**src/rtl/ioexp_fifo.sv**
```systemverilog
// Synchronous 8243-style expander front end for the meter's P2/PROG bus,
// with UART->meter (TX) and meter->UART (RX) byte FIFOs.
module ioexp_fifo #(
    parameter int unsigned TX_DEPTH    = 16,
    parameter int unsigned RX_DEPTH    = 16,
    parameter int unsigned SYNC_STAGES = 2
) (
    input  logic                        clk,
    input  logic                        rst_n,
    input  logic [3:0]                  p2i,
    input  logic                        prog_n,
    output logic [3:0]                  p2o,
    output logic                        p2_oe,
    input  logic [7:0]                  tx_wr_data,
    input  logic                        tx_wr_en,
    output logic                        tx_full,
    output logic [$clog2(TX_DEPTH):0]   tx_count,
    output logic [7:0]                  rx_rd_data,
    input  logic                        rx_rd_en,
    output logic                        rx_empty,
    output logic [$clog2(RX_DEPTH):0]   rx_count,
    output logic [2:0]                  err_pulse
);
    localparam int unsigned TXW = $clog2(TX_DEPTH);
    localparam int unsigned RXW = $clog2(RX_DEPTH);
    localparam int unsigned TXC = TXW + 1;
    localparam int unsigned RXC = RXW + 1;
    localparam int unsigned ACW = $clog2(SYNC_STAGES + 1);

    typedef enum logic [1:0] {ARM, IDLE, CMD} state_t;

    state_t                 state;
    logic [SYNC_STAGES-1:0] prog_sync;
    logic [3:0]             p2i_sync [SYNC_STAGES];
    logic                   prog_s, prog_q;
    logic [3:0]             p2i_s;
    logic [ACW-1:0]         arm_cnt;
    logic [1:0]             cmd, addr;
    logic [7:0]             rx_byte;
    logic [3:0]             p7, p7_next;
    logic                   exec, tx_pop, rx_push;

    logic [7:0]     tx_mem [TX_DEPTH];
    logic [TXW-1:0] tx_wr_ptr, tx_rd_ptr;
    logic           tx_empty, tx_do_push, tx_do_pop;
    logic [7:0]     tx_head;

    logic [7:0]     rx_mem [RX_DEPTH];
    logic [RXW-1:0] rx_wr_ptr, rx_rd_ptr;
    logic           rx_full, rx_do_push, rx_do_pop;

    assign prog_s = prog_sync[SYNC_STAGES-1];
    assign p2i_s  = p2i_sync[SYNC_STAGES-1];
    assign exec   = (state == CMD) && !prog_q && prog_s;

    always_comb begin
        p7_next = p7;
        if (exec && addr == 2'd3) begin
            case (cmd)
                2'b01:   p7_next = p2i_s;
                2'b10:   p7_next = p7 | p2i_s;
                2'b11:   p7_next = p7 & p2i_s;
                default: p7_next = p7;
            endcase
        end
    end

    // Only falling edges of p7[1]/p7[2] act; rising or held bits are inert.
    assign tx_pop  = p7[1] & ~p7_next[1];
    assign rx_push = p7[2] & ~p7_next[2];

    assign tx_full    = (tx_count == TXC'(TX_DEPTH));
    assign tx_empty   = (tx_count == '0);
    assign tx_do_pop  = tx_pop & ~tx_empty;
    assign tx_do_push = tx_wr_en & (~tx_full | tx_do_pop);
    assign tx_head    = tx_empty ? 8'h00 : tx_mem[tx_rd_ptr];

    assign rx_full    = (rx_count == RXC'(RX_DEPTH));
    assign rx_empty   = (rx_count == '0);
    assign rx_do_pop  = rx_rd_en & ~rx_empty;
    assign rx_do_push = rx_push & (~rx_full | rx_do_pop);
    assign rx_rd_data = rx_empty ? 8'h00 : rx_mem[rx_rd_ptr];

    always_comb begin
        case (addr)
            2'd0:    p2o = tx_head[3:0];
            2'd1:    p2o = tx_head[7:4];
            2'd2:    p2o = {rx_full, 1'b1, 1'b0, tx_empty};
            default: p2o = 4'h0;
        endcase
    end

    // Raw pin gating releases the bus as soon as PROG rises.
    assign p2_oe = (state == CMD) && (cmd == 2'b00) && !prog_n;

    always_ff @(posedge clk) begin
        if (tx_do_push) tx_mem[tx_wr_ptr] <= tx_wr_data;
        if (rx_do_push) rx_mem[rx_wr_ptr] <= rx_byte;
    end

    always_ff @(posedge clk) begin
        if (!rst_n) begin
            tx_wr_ptr <= '0;
            tx_rd_ptr <= '0;
            tx_count  <= '0;
            rx_wr_ptr <= '0;
            rx_rd_ptr <= '0;
            rx_count  <= '0;
        end else begin
            if (tx_do_push) tx_wr_ptr <= tx_wr_ptr + TXW'(1);
            if (tx_do_pop)  tx_rd_ptr <= tx_rd_ptr + TXW'(1);
            if (tx_do_push && !tx_do_pop)      tx_count <= tx_count + TXC'(1);
            else if (tx_do_pop && !tx_do_push) tx_count <= tx_count - TXC'(1);
            if (rx_do_push) rx_wr_ptr <= rx_wr_ptr + RXW'(1);
            if (rx_do_pop)  rx_rd_ptr <= rx_rd_ptr + RXW'(1);
            if (rx_do_push && !rx_do_pop)      rx_count <= rx_count + RXC'(1);
            else if (rx_do_pop && !rx_do_push) rx_count <= rx_count - RXC'(1);
        end
    end

    // ARM also waits for the reset-preset synchroniser chain to flush, so a
    // PROG held low through reset release never looks like a falling edge.
    always_ff @(posedge clk) begin
        if (!rst_n) begin
            state     <= ARM;
            arm_cnt   <= '0;
            prog_sync <= '1;
            for (int unsigned i = 0; i < SYNC_STAGES; i++) p2i_sync[i] <= '1;
            prog_q    <= 1'b1;
            cmd       <= '0;
            addr      <= '0;
            rx_byte   <= '0;
            p7        <= 4'hF;
            err_pulse <= '0;
        end else begin
            prog_sync   <= {prog_sync[SYNC_STAGES-2:0], prog_n};
            p2i_sync[0] <= p2i;
            for (int unsigned i = 1; i < SYNC_STAGES; i++) p2i_sync[i] <= p2i_sync[i-1];
            prog_q    <= prog_s;
            p7        <= p7_next;
            err_pulse <= {rx_push & ~rx_do_push, tx_pop & tx_empty, tx_wr_en & ~tx_do_push};
            case (state)
                ARM: begin
                    if (arm_cnt != ACW'(SYNC_STAGES)) arm_cnt <= arm_cnt + ACW'(1);
                    else if (prog_s)                  state   <= IDLE;
                end
                IDLE: begin
                    if (prog_q && !prog_s) begin
                        cmd   <= p2i_s[3:2];
                        addr  <= p2i_s[1:0];
                        state <= CMD;
                    end
                end
                CMD: begin
                    if (exec) begin
                        if (cmd == 2'b01 && addr == 2'd0) rx_byte[3:0] <= p2i_s;
                        if (cmd == 2'b01 && addr == 2'd1) rx_byte[7:4] <= p2i_s;
                        state <= IDLE;
                    end
                end
                default: state <= ARM;
            endcase
        end
    end
endmodule
```
**config.mk**
```make
export PLATFORM = sky130hd
export DESIGN_NAME = ioexp_fifo
export DESIGN_NICKNAME = d
export VERILOG_FILES = /design/src/rtl/ioexp_fifo.sv
export SDC_FILE = /design/constraint.sdc
export NUM_CORES = 1
export LEC_CHECK = 0
export BUFFER_PORTS_ARGS = -buffer_cell sky130_fd_sc_hd__buf_4
export CORE_MARGIN = 2
export CORE_UTILIZATION = 35
export CTS_CLUSTER_DIAMETER = 150
export DETAILED_ROUTE_END_ITERATION = 16
export SLEW_MARGIN = 15
export SYNTH_ARGS = -nofsm -noshare
export SYNTH_HDL_FRONTEND = slang
export SYNTH_SLANG_ARGS = --single-unit
```
**constraint.sdc**
```tcl
create_clock -name clk -period 3.85 [get_ports clk]
set_input_delay 0.5775 -clock clk [delete_from_list [all_inputs] [get_ports clk]]
set_output_delay 0.5775 -clock clk [all_outputs]
set_load 0.02 [all_outputs]
```
==> results.py, run 1 <==
metrics = {
    "global_route": {
        "grt_start_max_net_pins": 65,
        "grt_antenna_before_repair": 0,
        "grt_overflow_total": 0,
        "grt_pass1_vias": 6838,
        "grt_pass1_wl_um": 39600,
        "track_usage_pct": 13.3,
    },
    "clocking": {
        "cts_sinks": 322,
        "post_cts_resized": 0,
        "cts.clk_slew.worst_paths_ns": 0.06,
        "cts_setup_buffers": 0,
        "clockRootBuffer": "clkbuf_16",
        "htreeDepth": 2,
        "cts_max_path_buffers": 3,
        "postCtsHoldBufs": 0,
        "cts_tree": "built",
        "insertion_delay_ns": 0.51,
        "numCtsBuffers": 35,
    },
    "route": {
        "dr_wl_met3_um": 911,
        "drtAntennaViolNets": 0,
        "detail_route.drc_violations": 0,
        "met1_length_um": 11000,
        "via_per_inst": 4.93,
        "drtIter0Drc": 380,
        "vias": 6591,
        "route.met2.wl_um": 12800,
        "totalWireLength_um": 25100,
        "top_layer": "met4",
        "dr.pass1.iters": 4,
        "routedWlPerCell_um": 18.8,
    },
    "power": {
        "fin_total_pwr_mw": 8.49,
        "p_int_mw": 6.41,
        "leakage_nw": 4.99,
        "p_clk_share_pct": 38.7,
        "p_comb_share_pct": 15.1,
        "p_sw_share_pct": 24.5,
        "switching_power_mw": 2.08,
        "powerDensity_mw_per_mm2": 564,
        "sequentialPowerShare_pct": 46.2,
        "ir_drop_uv": 348,
    },
    "floorplan": {
        "die_h_um": 196,
        "start_util_pct": 35.5,
        "io_pins": 45,
        "num_rows": 70,
        "core_area_mm2": 0.0365,
        "die_w_um": 196,
        "dieArea_mm2": 0.0386,
    },
    "sta": {
        "finalSetupViolations": 0,
        "timing.final.max_slew_violations": 0,
        "worst_pin_slew_ns": 0.932,
        "rsz0062_at_grt": "no",
        "finalClockSkew_ns": 0.0164,
        "finalSetupTns_ns": 0,
        "max_freq_mhz": 295,
        "timing_hold_violations_final": 0,
        "holdWs_ns": 0.250,
        "slew_headroom_pct": 37.6,
        "post-route-period-util_pct": 88.0,
        "period_needed_ns": 3.39,
    },
    "synth": {
        "synth_common_cells": "edfxtp_1, dfxtp_1, mux4_2",
        "yosys.area.top_type_share_pct": 59.3,
        "syn_area_mm2": 0.0130,
        "synth_top_flop_cell": "edfxtp_1",
        "synth_cell_types": 51,
        "synthCells": 774,
        "avgSynthCellArea_um2": 16.7,
        "ys_seq_area_share_pct": 69.5,
        "ys_ff_latch": 322,
        "synth_area_leaders": "edfxtp_1, mux4_2, dfxtp_1, mux2i_1, ha_1",
        "synth_edf_count": 256,
        "syn_nets": 812,
        "async_flop_share_pct": 0,
        "yosysMostFrequentCell": "edfxtp_1",
        "synth_largest_area_cell": "edfxtp_1",
        "ys_warn_count": 0,
    },
    "worst_setup_path": {
        "cp.required_ns": 3.27,
        "cp_max_fo": 15,
        "reg2reg_depth": 11,
        "arrival_ns": 2.81,
        "path_class": "reg -> out",
        "end_kind": "output port",
        "worstSetupStartpointType": "flip-flop",
    },
    "layout": {
        "multi_input_area_mm2": 0.00370,
        "seqCellArea_mm2": 0.00901,
        "fillers": 3236,
        "final_nets": 881,
        "fin_area_mm2": 0.0150,
        "final_util_pct": 41.2,
        "area_growth_pct": 16.1,
        "drive_gt1_share_pct": 23.1,
        "n_antenna_cell": 0,
    },
    "run": {
        "cap_violations": 0,
    },
    "placed_design": {
        "port_buffers": 44,
        "place_area_mm2": 0.0139,
        "hpwlAfterDp_um": 16900,
        "globalplace.congestion": 0.748,
    },
    "hold_path": {
        "hold_depth": 2,
        "hold_class": "in -> reg",
    },
    "status": {
        "status": "finished clean",
    },
}
-- final cells by class --
cell class | instances | share of cell area (%)
Clock buffer | 51 | 6.99
Multi-Input combinational cell | 397 | 24.6
Sequential cell | 322 | 59.9
Timing Repair Buffer | 70 | 3.49
Clock inverter | 12 | 0.674
Inverter | 17 | 0.424
Tap cell | 468 | 3.89
-- critical path, stage by stage (launching register included) --
cell and delay (ns):
dfxtp_2 0.66, buf_4 0.28, mux4_2 0.56, nand2_1 0.10, nand3_1 0.10, a32oi_1 0.21, o21ai_0 0.18, buf_4 0.21
-- cells in the final DEF (no fill, tap or decap), types with 3 or more instances in the layout --
cell	Yosys	final
ha_1	19	19
a21o_1	3	3
dfxtp_2	0	3
clkbuf_16	0	38
and2_1	20	20
o21a_1	3	3
and3_1	3	3
dfxtp_1	66	63
mux2i_1	31	31
edfxtp_1	256	256
nor2_1	37	37
clkinv_2	0	6
or3_1	4	4
nor2b_1	31	31
nor4_1	3	3
clkbuf_1	13	7
a31oi_1	5	5
clkbuf_8	0	5
inv_1	17	17
a21oi_1	11	11
nand3_1	9	9
a21boi_0	3	3
xnor2_1	14	14
o21ai_0	22	22
nor3_1	14	14
buf_4	7	70
mux4_2	65	65
xor2_1	4	4
nand4_1	7	7
nand2_1	38	38
nand2b_1	25	25
-- sequential cells by signal, indices dropped and copies added, names as in the netlist, named ones only --
register,count
tx_count,5
rx_wr_ptr,4
rx_rd_ptr,4
prog_sync,2
p7,2
arm_cnt,2
rx_byte,8
cmd,2
err_pulse,3
rx_mem,128
rx_count,5
tx_wr_ptr,4
tx_mem,128
p2i_sync,8
tx_rd_ptr,4
prog_q,1
state,2
addr,2
-- layer usage --
layer / up-vias / GRT usage [%]
li1: 3106 / -
met1: 3324 / 17.2
met2: 124 / 23.3
met3: 37 / 2.07
met4: 0 / 3.56
met5: - / 0
-- power groups by stage --
stage,sequential (mW),combinational [mW],clock (mW)
6_report,3.92,1.28,3.28
4_1_cts,3.93,1.31,3.37
5_1_grt,3.94,1.40,3.51
3_5_place_dp,4.00,1.30,0
3_3_place_gp,4.00,1.29,0
2_1_floorplan,4.00,0.856,0
-- path summary, 6_finish.rpt --
path / slack, ns / end / from
worst max-delay path: 0.46 / p2o[0] / flip-flop
worst min-delay path: 0.25 / p2i_sync[0][3] / p2i[3]
worst min register to register: 0.41 / p2i_sync[0][5] / p2i_sync[0][1]
worst max register to register: 0.64 / tx_count[4] / addr[1]
-- logic make-up after synthesis --
group | count (synthesis) | synth area share, %
muxes | 97 | 13.8
DFF | 322 | 69.5
xor gates and xnor gates | 18 | 1.22
buffers and inverters | 55 | 1.89
and+or+nand+nor | 202 | 8.65
AOI/OAI and AO/OA | 59 | 2.80
adders and majority gates | 21 | 2.14
-- through the flow --
| step | cells | setup slack [ns] |
|---|---|---|
| 2_1_floorplan | 774 | 0.943 |
| 3_3_place_gp | 1274 | 0.704 |
| 3_5_place_dp | 1274 | 0.649 |
| 4_1_cts | 1337 | 0.368 |
| 5_1_grt | 1337 | 0.283 |
| 6_report | 1337 | 0.460 |
Note: power is estimated with default switching activity, not from simulation.
==> run 2: changes to the inputs <==
- RECOVER_POWER: not set -> 100
==> results.py, run 2 (same netlist as run 1, synthesis figures left out) <==
metrics = {
    "global_route": {
        "track_usage_pct": 13.3,
        "grt_pass1_vias": 6838,
        "grt_pass1_wl_um": 39600,
        "grt_antenna_before_repair": 0,
        "grt_overflow_total": 0,
        "grt_start_max_net_pins": 65,
    },
    "floorplan": {
        "num_rows": 70,
        "die_h_um": 196,
        "die_w_um": 196,
        "core_area_mm2": 0.0365,
        "io_pins": 45,
        "start_util_pct": 35.5,
        "dieArea_mm2": 0.0386,
    },
    "sta": {
        "layout_setup_ws_ns": 0.370,
        "rsz0062_at_grt": "no",
        "finalSetupViolations": 0,
        "max_freq_mhz": 287,
        "finalClockSkew_ns": 0.0175,
        "slew_headroom_pct": -54.4,
        "timing.final.max_slew_violations": 65,
        "timing_hold_violations_final": 0,
        "finalSetupTns_ns": 0,
        "post-route-period-util_pct": 90.4,
        "worst_pin_slew_ns": 2.32,
        "period_needed_ns": 3.48,
    },
    "worst_setup_path": {
        "end_kind": "output port",
        "path_class": "reg -> out",
        "arrival_ns": 2.90,
        "worstSetupStartpointType": "flip-flop",
        "cp_max_fo": 15,
        "cp.required_ns": 3.27,
        "reg2reg_setup_slack_ns": 0.64,
    },
    "status": {
        "violations": "max-capacitance violations, max-slew violations",
        "status": "complete, but fails checks",
    },
    "placed_design": {
        "hpwlAfterDp_um": 16900,
        "globalplace.congestion": 0.748,
        "place_ws_ns": 0.649,
        "place_area_mm2": 0.0139,
        "port_buffers": 44,
    },
    "hold_path": {
        "hold_class": "in -> reg",
    },
    "route": {
        "totalWireLength_um": 25200,
        "drtIter0Drc": 377,
        "via_per_inst": 4.95,
        "drtAntennaViolNets": 0,
        "routedWlPerCell_um": 18.8,
        "detail_route.drc_violations": 0,
        "vias": 6622,
        "dr_wl_met3_um": 1070,
        "top_layer": "met4",
        "route.met2.wl_um": 12800,
        "dr.pass1.iters": 5,
        "met1_length_um": 10900,
    },
    "power": {
        "ir_drop_uv": 346,
        "leakage_nw": 4.79,
        "powerDensity_mw_per_mm2": 566,
    },
    "run": {
        "cap_violations": 1,
    },
    "layout": {
        "final_cell_mix": "edfxtp_1, mux4_2, dfxtp_1, clkbuf_1",
        "reg_top3": "rx_mem: 128 flops, tx_mem: 128 flops",
        "n_antenna_cell": 0,
        "drive_gt1_share_pct": 17.7,
        "final_nets": 881,
        "fin_area_mm2": 0.0149,
        "area_growth_pct": 14.7,
        "final_common_cell": "edfxtp_1",
    },
    "clocking": {
        "postCtsHoldBufs": 0,
        "cts_max_path_buffers": 3,
        "cts.clk_slew.worst_paths_ns": 0.06,
        "insertion_delay_ns": 0.51,
        "cts_sinks": 322,
        "post_cts_resized": 0,
        "cts_setup_buffers": 0,
        "cts_tree": "built",
        "htreeDepth": 2,
        "numCtsBuffers": 35,
        "clockRootBuffer": "clkbuf_16",
    },
}
[run 2: where the power goes]
| group | total, mW | switching (mW) | leakage (nW) | internal (mW) |
|---|---|---|---|---|
| registers | 3.92 | 0.0932 | 2.88 | 3.83 |
| clock network | 3.28 | 1.31 | 0.573 | 1.97 |
| logic | 1.20 | 0.674 | 1.34 | 0.526 |
| total | 8.41 | 2.08 | 4.79 | 6.33 |
[run 2: final timing paths]
path,startpoint,end,cells after the start
min,p2i[3],p2i_sync[0][3],2
min reg2reg,p2i_sync[0][1],p2i_sync[0][5],1
max,flip-flop,p2o[0],7
max reg2reg,addr[1],rx_count[4],11
[run 2: through the flow]
step	total power [mW]	std cells	util, %	hold WS [ns]
after floorplan	4.85	774	-	0.386
after global placement	5.29	1274	38.0	0.394
after detailed placement	5.30	1274	38.0	0.395
after CTS	8.61	1337	41.2	0.233
after global routing	8.77	1337	40.7	0.247
final	8.41	1337	40.7	0.249
[run 2: final cells by class]
type,instances,area (um2)
Clock buffer,51,1050
Clock inverter,12,101
Fill cell,3271,21700
Inverter,17,63.8
Multi-Input combinational cell,397,3700
Sequential cell,322,9010
Tap cell,468,586
Timing Repair Buffer,70,348
[run 2: critical path, cell delays in order, from the launching register on]
cell and delay, ns:
dfxtp_2 0.65, clkbuf_2 0.35, mux4_2 0.57, nand2_1 0.10
nand3_1 0.11, a32oi_1 0.21, o21ai_0 0.18, clkbuf_1 0.22
[run 2: routing by layer]
layer / track usage [%] / vias up
met3: 2.07 / 39
met5: 0 / -
met1: 17.2 / 3326
met2: 23.3 / 152
met4: 3.56 / 0
li1: - / 3105
